===== src/rtl/ac97_frame_tx.sv =====
// AC97 output frame generator: codec-ready wait, register-init writes, then PCM on slots 3/4.
// r_pos is the position launched at the next edge, so the outputs carry bit r_pos for the following cycle.
module ac97_frame_tx #(
    parameter int unsigned INIT_WRITES = 4
) (
    input  logic        BIT_CLK,
    input  logic        reset,
    input  logic        codec_ready,
    input  logic [19:0] waveIn,
    input  logic [10:0] frameMax,
    output logic        SYNC,
    output logic        SDATA_OUT,
    output logic        frame,
    output logic [10:0] frameCount,
    output logic        sample_req,
    output logic        ready
);

    typedef enum logic [1:0] {
        WAIT_READY,
        INIT,
        RUN
    } state_t;

    localparam logic [7:0] IDX_LAST = 8'(INIT_WRITES - 1);

    state_t      r_state;
    logic [7:0]  r_pos;
    logic [7:0]  r_idx;
    logic [19:0] r_hold;
    logic        r_live;
    logic        r_sync;
    logic        r_sdata;
    logic        r_frame;
    logic [10:0] r_fcount;
    logic        r_req;
    logic        r_ready;

    state_t      w_state_nx;
    logic [7:0]  w_idx_nx;
    logic        w_boundary;
    logic        w_last_init;
    logic [6:0]  w_addr;
    logic [15:0] w_data;
    logic [7:0]  w_rel_a;
    logic [7:0]  w_rel_d;
    logic [7:0]  w_rel_s;
    logic [6:0]  w_addr_sh;
    logic [15:0] w_data_sh;
    logic [19:0] w_hold_sh;
    logic        w_bit;

    // r_live suppresses a frame-boundary decision on the first edge after reset
    assign w_boundary  = r_live && (r_pos == 8'd0);
    assign w_last_init = (r_state == INIT) && (r_idx == IDX_LAST);

    always_comb begin
        w_state_nx = r_state;
        w_idx_nx   = r_idx;
        if (w_boundary) begin
            if (!codec_ready) begin
                w_state_nx = WAIT_READY;
                w_idx_nx   = '0;
            end else begin
                case (r_state)
                    WAIT_READY: begin
                        w_state_nx = INIT;
                        w_idx_nx   = '0;
                    end
                    INIT: begin
                        if (w_last_init) begin
                            w_state_nx = RUN;
                            w_idx_nx   = '0;
                        end else begin
                            w_idx_nx = r_idx + 8'd1;
                        end
                    end
                    default: w_state_nx = RUN;
                endcase
            end
        end
    end

    always_comb begin
        w_addr = '0;
        w_data = '0;
        case (w_idx_nx)
            8'd0: begin w_addr = 7'h02; w_data = 16'h0000; end
            8'd1: begin w_addr = 7'h04; w_data = 16'h0000; end
            8'd2: begin w_addr = 7'h18; w_data = 16'h0808; end
            8'd3: begin w_addr = 7'h2C; w_data = 16'hBB80; end
            default: begin w_addr = '0; w_data = '0; end
        endcase
    end

    assign w_rel_a   = r_pos - 8'd17;
    assign w_rel_d   = r_pos - 8'd36;
    assign w_rel_s   = (r_pos < 8'd76) ? (r_pos - 8'd56) : (r_pos - 8'd76);
    assign w_addr_sh = w_addr << w_rel_a;
    assign w_data_sh = w_data << w_rel_d;
    assign w_hold_sh = r_hold << w_rel_s;

    always_comb begin
        w_bit = 1'b0;
        if (r_pos == 8'd0)
            w_bit = (w_state_nx != WAIT_READY);
        else if (r_pos <= 8'd2)
            w_bit = (w_state_nx == INIT);
        else if (r_pos <= 8'd4)
            w_bit = (w_state_nx == RUN);
        else if (r_pos >= 8'd17 && r_pos <= 8'd23)
            w_bit = (w_state_nx == INIT) && w_addr_sh[6];
        else if (r_pos >= 8'd36 && r_pos <= 8'd51)
            w_bit = (w_state_nx == INIT) && w_data_sh[15];
        else if (r_pos >= 8'd56 && r_pos <= 8'd95)
            w_bit = (w_state_nx == RUN) && w_hold_sh[19];
    end

    always_ff @(posedge BIT_CLK or posedge reset) begin
        if (reset) begin
            r_state  <= WAIT_READY;
            r_pos    <= '0;
            r_idx    <= '0;
            r_hold   <= '0;
            r_live   <= 1'b0;
            r_sync   <= 1'b0;
            r_sdata  <= 1'b0;
            r_frame  <= 1'b0;
            r_fcount <= '0;
            r_req    <= 1'b0;
            r_ready  <= 1'b0;
        end else begin
            r_live  <= 1'b1;
            r_pos   <= r_pos + 8'd1;
            r_state <= w_state_nx;
            r_idx   <= w_idx_nx;
            r_sync  <= (r_pos < 8'd16);
            r_sdata <= w_bit;
            r_ready <= (w_state_nx == RUN);
            r_req   <= (r_pos == 8'd250) && ((r_state == RUN) || w_last_init);
            if (w_boundary)
                r_hold <= waveIn;
            if ((r_pos == 8'd0) && (w_state_nx == RUN)) begin
                r_frame <= 1'b1;
                if ((r_state != RUN) || (frameMax <= 11'd1) || (r_fcount >= frameMax - 11'd1))
                    r_fcount <= '0;
                else
                    r_fcount <= r_fcount + 11'd1;
            end else begin
                r_frame <= 1'b0;
            end
        end
    end

    assign SYNC       = r_sync;
    assign SDATA_OUT  = r_sdata;
    assign frame      = r_frame;
    assign frameCount = r_fcount;
    assign sample_req = r_req;
    assign ready      = r_ready;

endmodule

===== config.mk =====
export PLATFORM = sky130hd
export DESIGN_NAME = ac97_frame_tx
export DESIGN_NICKNAME = d
export VERILOG_FILES = /design/src/rtl/ac97_frame_tx.sv
export SDC_FILE = /design/constraint.sdc
export NUM_CORES = 1
export LEC_CHECK = 0
export CAP_MARGIN = 20
export CORE_MARGIN = 3
export CORE_UTILIZATION = 50
export CTS_CLUSTER_SIZE = 20
export DETAILED_ROUTE_END_ITERATION = 6
export MAX_ROUTING_LAYER = met4
export PLACE_DENSITY_LB_ADDON = 0.3
export SYNTH_ARGS = -nofsm -noshare
export SYNTH_HDL_FRONTEND = slang
export SYNTH_SLANG_ARGS = --single-unit

===== constraint.sdc =====
create_clock -name BIT_CLK -period 2.5 [get_ports BIT_CLK]
set_input_delay 0.25 -clock BIT_CLK [delete_from_list [all_inputs] [get_ports BIT_CLK]]
set_output_delay 0.25 -clock BIT_CLK [all_outputs]
set_load 0.01 [all_outputs]

==> out/qor.csv, run 1 <==
metric,value,unit
status,"finished, violations left",
violations,negative setup slack,
hold_path.class,in2async,
switching_share,0.2610,
hpwlAfterDp,7100,um
holdWs,422.4,ps
port_buffers,49,
grt_first_pass_wirelength,16240,um
antenna_cells,0,
die_y,92.76,um
p_int,1249,uW
dp_slack,-638.2,ps
cts_max_level,2,
synthArstFlopShare,1.000,
slew-limit-headroom,0.5440,
yosysTopAreaCellShare,0.3657,
initial_utilization,0.5161,
place.gp.congestion,0.9653,
grt_max_degree,56,
synthTopCellsByArea,"dfrtp_1 (37%), ha_1 (9.3%), nand2_1 (9.0%), mux4_2 (4.2%), xnor2_1 (4.2%)",
synth_edf_count,0,
crit_required,2750,ps
synth_fp_nets,492,
drv_cap,0,
final_cells,636,
post_drt_wl_per_cell,15.51,um
setup_slack,-109.0,ps
fin_skew,17.22,ps
ys_warn_count,0,
max-vdd-ir-drop,0.2876,mV
num_rows,31,
clockPowerShare,0.316,
design.portCount,50,
wl_met3,535,um
combinationalPowerShare,0.133,
nets,598,
syn_inst,430,
fill_cells,576,
synth_cell_type_count,60,
dr_wl_met2,4899,um
yosys.area.top_type,dfrtp_1,
clock-sinks,55,
avgSynthCellArea,8.753,um^2
root_buffer,clkbuf_8,
endpoint_kind,flop,
synth_flop_cell,dfrtp_1,
syn2layout_area_growth,33.31,%
first_pass_iters,5,
slew_viol_final,0,
viasPerCell,5.687,
grt_pass1_vias,3569,
netlist_top_cells_count,"nand2_1 (90), dfrtp_1 (55), nor2_1 (36)",
ys_ff_latch,55,
yosysMostFrequentCell,nand2_1,
drc,0,
drt_iter0_drc,205,
ys_seq_area_frac,0.3657,
critPathKind,reg2reg,
top_layer,met4,
p_leak,0.002276,uW
numPlacedInstances,619,
ctsHoldBuffers,0,
timing.final.hold_violations,0,
numCtsBuffers,5,
crit_path_start,r_idx[1]$_DFF_PP0_,
seqPwrFrac,0.551,
track_usage,0.2349,
arrival,2860,ps
antenna_found_initial,0,
fin_crit,2609,ps
cp-start-kind,flop,
tritoncts,yes,
die_w,92.76,um
syn-cell-area,3764,um^2
via_count,3617,
clock_latency,320,ps
ff2ff_setup_slack,-110,ps
finalWirelength,9863,um
wl_met1,4148,um
clock.fmax,383.3,MHz
tightest_slew,684.1,ps
cts.reportedPaths.clkPinSlew,110,ps
r2r_start,r_idx[1]$_DFF_PP0_,
drtAntennaViolNets,0,
timing.final.crit_share,1.044,
critPathMaxFanout,2,
fp.coreArea,7292,um^2
p_sw,441.2,uW
rsz0062_at_grt,true,
overflow,0,
clock_path_buffers,2,
p_per_area,336.9,nW/um^2
die_area,8604,um^2
drive_gt1_frac,0.2142,
setup_viol_count_final,10,
==> cell families after synthesis <==
group,Yosys count,share of synthesized area
AOI/OAI and AO/OA,73,0.1410
xor gates and xnor gates,27,0.06283
adders and majority gates,28,0.09309
buffers and inverters,40,0.04321
DFF,55,0.3657
muxes,10,0.05053
other,1,0.0009964
and+or+nand+nor,196,0.2427
==> power groups by stage <==
stage | registers (uW) | logic (uW) | clock network, uW
floorplan | 942 | 97.7 | 0
detailed placement | 948 | 209 | 0
global placement | 946 | 203 | 0
finish | 931 | 225 | 535
CTS | 931 | 215 | 545
global route | 934 | 247 | 588
==> metrics by stage <==
| step | cell area (um^2) | util | TNS, ps | total power, uW |
|---|---|---|---|---|
| after floorplan | 3781 | - | -63.30 | 1040 |
| after global placement | 4761 | 0.6529 | -5644 | 1149 |
| after detailed placement | 4761 | 0.6529 | -7035 | 1158 |
| after CTS | 4921 | 0.6748 | -133.8 | 1690 |
| after global routing | 5017 | 0.6881 | -1071 | 1769 |
| final | 5017 | 0.6881 | -374.5 | 1690 |
==> final timing paths <==
check                                    endpoint  depth (start not counted)
max in group asynchronous  r_hold[13]$_DFFE_PP0N_                          3
hold / removal                 r_idx[7]$_DFF_PP0_                          3
hold reg to reg             r_hold[6]$_DFFE_PP0N_                          2
min in group BIT_CLK       r_hold[17]$_DFFE_PP0N_                          3
setup / recovery              SDATA_OUT$_DFF_PP0_                          8
setup reg to reg              SDATA_OUT$_DFF_PP0_                          8
==> cell type report <==
cell class / count / area [um^2] / share of cell area
repair buffers: 118 / 1016 / 0.2025
inverters: 21 / 80.08 / 0.01596
clock inverters: 3 / 26.28 / 0.005237
flip-flops and latches: 55 / 1376 / 0.2743
well taps: 99 / 123.9 / 0.02469
clock buffers: 5 / 68.82 / 0.01372
multi-input cells: 335 / 2326 / 0.4636
==> critical path, cell delays in order (launching register included) <==
cell	delay (ps)
dfrtp_1	370
ha_2	180
or4b_4	480
o41a_4	390
a21o_4	210
or4_1	490
a31oi_1	140
a41o_1	130
a41o_1	160
==> per-layer routing <==
metal,GRT usage,up-vias
met5,-,-
met4,0.08913,0
met3,0.02762,26
met2,0.3857,151
met1,0.2990,1709
li1,-,1731
==> layout by cell type (no fill, tap or decap), types with 4 or more instances in the layout <==
master,n
nand4_1,11
xnor2_1,18
nor2_1,32
dfrtp_1,55
nand3_1,14
a21oi_1,11
nor3_1,6
xor2_1,9
a22oi_1,4
clkbuf_8,5
and3_1,5
o211ai_1,6
nor4_1,5
buf_4,68
mux4_2,7
a31oi_1,7
clkdlybuf4s50_1,41
nor2b_1,6
nand2_1,88
o21ai_0,16
ha_1,26
inv_1,17
==> state kept, by name, indices dropped and copies added, names as in the netlist <==
name / cells
SDATA_OUT: 1
ready: 1
r_state: 2
r_idx: 8
r_live: 1
frameCount: 11
frame: 1
SYNC: 1
r_pos: 8
r_hold: 20
sample_req: 1
==> what timing repair did <==
| item | in CTS | in global routing |
|---|---|---|
| cloned | 0 | 0 |
| endpoints found under the setup margin | 12 | 12 |
| pin swaps | 9 | 13 |
| gates resized for setup | 14 | 20 |
| setup buffers | 5 | 4 |
Note: power is estimated with default switching activity, not from simulation.
==> run 2: changes to the inputs <==
--- a/config.mk
+++ b/config.mk
@@ -5,13 +5,14 @@
 export SDC_FILE = /design/constraint.sdc
 export NUM_CORES = 1
 export LEC_CHECK = 0
+export ABC_AREA = 1
 export CAP_MARGIN = 20
 export CORE_MARGIN = 3
-export CORE_UTILIZATION = 50
+export CORE_UTILIZATION = 51
 export CTS_CLUSTER_SIZE = 20
 export DETAILED_ROUTE_END_ITERATION = 6
 export MAX_ROUTING_LAYER = met4
-export PLACE_DENSITY_LB_ADDON = 0.3
+export PLACE_DENSITY_LB_ADDON = 0.25
 export SYNTH_ARGS = -nofsm -noshare
 export SYNTH_HDL_FRONTEND = slang
 export SYNTH_SLANG_ARGS = --single-unit
==> run 2 against run 1 <==
Effect of this change: the flow still finishes with violations (negative setup slack); critical endpoint is now frameCount[1]$_DFFE_PP0P_; non-clock buffer count decreased by 23; register-to-register slack improved by 250 ps; flip-flop and latch count unchanged; routed wire length increased by 3.6%.
==> out/qor.csv, run 2 <==
metric,value,unit
status,"finished, violations left",
violations,negative setup slack,
viasPerCell,5.325,
die_y,93.97,um
drt_iter0_drc,204,
synth_cell_type_count,45,
numCtsBuffers,5,
die_area,8829,um^2
arrival,2750,ps
final_cell_mix,"nand2_1 (142), inv_1 (58), dfrtp_1 (55), clkdlybuf4s50_1 (44), buf_4 (43)",
antenna_found_initial,0,
p_leak,0.002546,uW
clock_latency,310,ps
path_cells,clkdlybuf4s50_1 > nor2_2 > nand3_2 > buf_4 > xor2_1 > ha_1 > nand2_1 > o21ai_1 > nand3_1 > a21oi_2 > nor3_2 > nand2_1 > buf_4 > o22ai_1,
initial_utilization,0.5355,
place.gp.congestion,0.9667,
fin_skew,12.54,ps
via_count,3850,
synthTopCellsByArea,"dfrtp_1 (35%), nand2_1 (14%), ha_1 (9.2%), inv_1 (5.8%), nor2_1 (4.2%)",
synth_fp_nets,595,
grt_pass1_vias,3596,
yosysMostFrequentCell,nand2_1,
critPathMaxFanout,2,
first_pass_iters,5,
overflow,0,
design.portCount,50,
die_w,93.97,um
grt_max_degree,31,
post-route-util,0.6981,
synthArstFlopShare,1.000,
max-vdd-ir-drop,0.2837,mV
finalWirelength,10220,um
fp.coreArea,7370,um^2
rsz0062_at_grt,true,
netlist_top_cells_count,"nand2_1 (144), inv_1 (61), dfrtp_1 (55)",
post_drt_wl_per_cell,14.13,um
setup_tns,-44.24,ps
ys_warn_count,0,
fill_cells,607,
largest-register,r_hold,
clock-sinks,55,
tritoncts,yes,
ys_ff_latch,55,
tightest_slew,637.0,ps
ys_seq_area_frac,0.3488,
p_per_area,335.9,nW/um^2
clock.fmax,393.3,MHz
nets,686,
drive_gt1_frac,0.1875,
fin_crit,2543,ps
root_buffer,clkbuf_8,
grt_first_pass_wirelength,16640,um
endpoint_kind,flop,
timing.final.hold_violations,0,
antenna_cells,0,
track_usage,0.2398,
crit_required,2710,ps
slew_viol_final,0,
setup_viol_count_final,2,
final_common_cell,nand2_1,
setup_slack,-42.91,ps
drtAntennaViolNets,0,
yosys.area.top_type,dfrtp_1,
synth_edf_count,0,
syn-cell-area,3946,um^2
hpwlAfterDp,7283,um
drc,0,
cts_max_level,2,
slew-limit-headroom,0.5747,
port_buffers,49,
hold_path.class,in2async,
cp-start-kind,input port,
largest_reg_flops,20,
crit_path_max_incr_delay,450,ps
avgSynthCellArea,7.418,um^2
syn2layout_area_growth,30.37,%
drv_cap,0,
yosysTopAreaCellShare,0.3488,
syn_inst,532,
critPathSlowestCell,clkdlybuf4s50_1,
dp_slack,-547.5,ps
clock_path_buffers,2,
critPathKind,in2reg,
reg2reg_depth,16,
cts.reportedPaths.clkPinSlew,110,ps
synth_flop_cell,dfrtp_1,
num_rows,31,
numPlacedInstances,704,
timing.final.crit_share,1.017,
final_cells,723,
## run 2: layer usage
metal	routed length, um	share of wire	vias up	global-route usage
li1	-	-	1909	-
met1	4596	0.45	1788	0.3248
met2	4903	0.48	131	0.3873
met3	541	0.053	22	0.03285
met4	175	0.017	0	0.04934
met5	0	0	-	-
## run 2: repair_timing
| item | in CTS | in global routing |
|---|---|---|
| hold buffers | 0 | 0 |
| resized for setup | 17 | 37 |
| setup endpoints to repair | 11 | 11 |
| buffers inserted | 3 | 8 |
| pin swaps | 8 | 17 |
## run 2: cell families (layout without fill, tap and decap cells)
kind of cell / count (synthesis) / count (layout) / synth area share
and+or+nand+nor: 266 / 266 / 0.3088
buffers and inverters: 80 / 172 / 0.08117
AOI/OAI and AO/OA: 79 / 79 / 0.1195
DFF: 55 / 55 / 0.3488
adders and majority gates: 29 / 29 / 0.09195
xor gates and xnor gates: 22 / 22 / 0.04883
other: 1 / 1 / 0.0009503
## run 2: layout make-up
cell class	instances	area [um^2]	share of cell area
Clock inverter	3	28.78	0.005593
Multi-Input combinational cell	397	2420	0.4703
Timing Repair Buffer	95	859.6	0.1671
Clock buffer	5	68.82	0.01338
Tap cell	99	123.9	0.02408
Sequential cell	55	1376	0.2675
Inverter	69	267.8	0.05204
## run 2: report_power, final
part	leakage [uW]	internal (uW)	switching, uW
Clock	0.0000502	209	323
Sequential	0.000673	918	19.6
Combinational	0.00182	126	133
## run 2: worst paths after layout
check | start | end | slack, ps
max reg2reg | r_pos[2]$_DFF_PP0_ | SDATA_OUT$_DFF_PP0_ | 140
min reg2reg | r_hold[10]$_DFFE_PP0N_ | r_hold[10]$_DFFE_PP0N_ | 500
min in group BIT_CLK | waveIn[7] | r_hold[7]$_DFFE_PP0N_ | 460
max | frameMax[5] | frameCount[1]$_DFFE_PP0P_ | -40
min | reset | r_hold[3]$_DFFE_PP0N_ | 320
max in group asynchronous | reset | r_live$_DFF_PP0_ | 1590
## run 2: worst max-delay path, delay by kind of cell
kind	cells	cell delay (ps)
fa+ha+maj	1	290
simple gates	6	880
compound gates	3	400
xor+xnor	1	150
buf+inv	3	770
## run 2: per-stage QoR
| stage | power, uW | hold slack (ps) | instance area [um^2] |
|---|---|---|---|
| after floorplan | 1068 | 359.6 | 3948 |
| after global placement | 1187 | 463.0 | 4776 |
| after detailed placement | 1194 | 465.2 | 4776 |
| after CTS | 1734 | 340.1 | 4959 |
| after global routing | 1820 | 385.3 | 5145 |
| final | 1728 | 322.6 | 5145 |
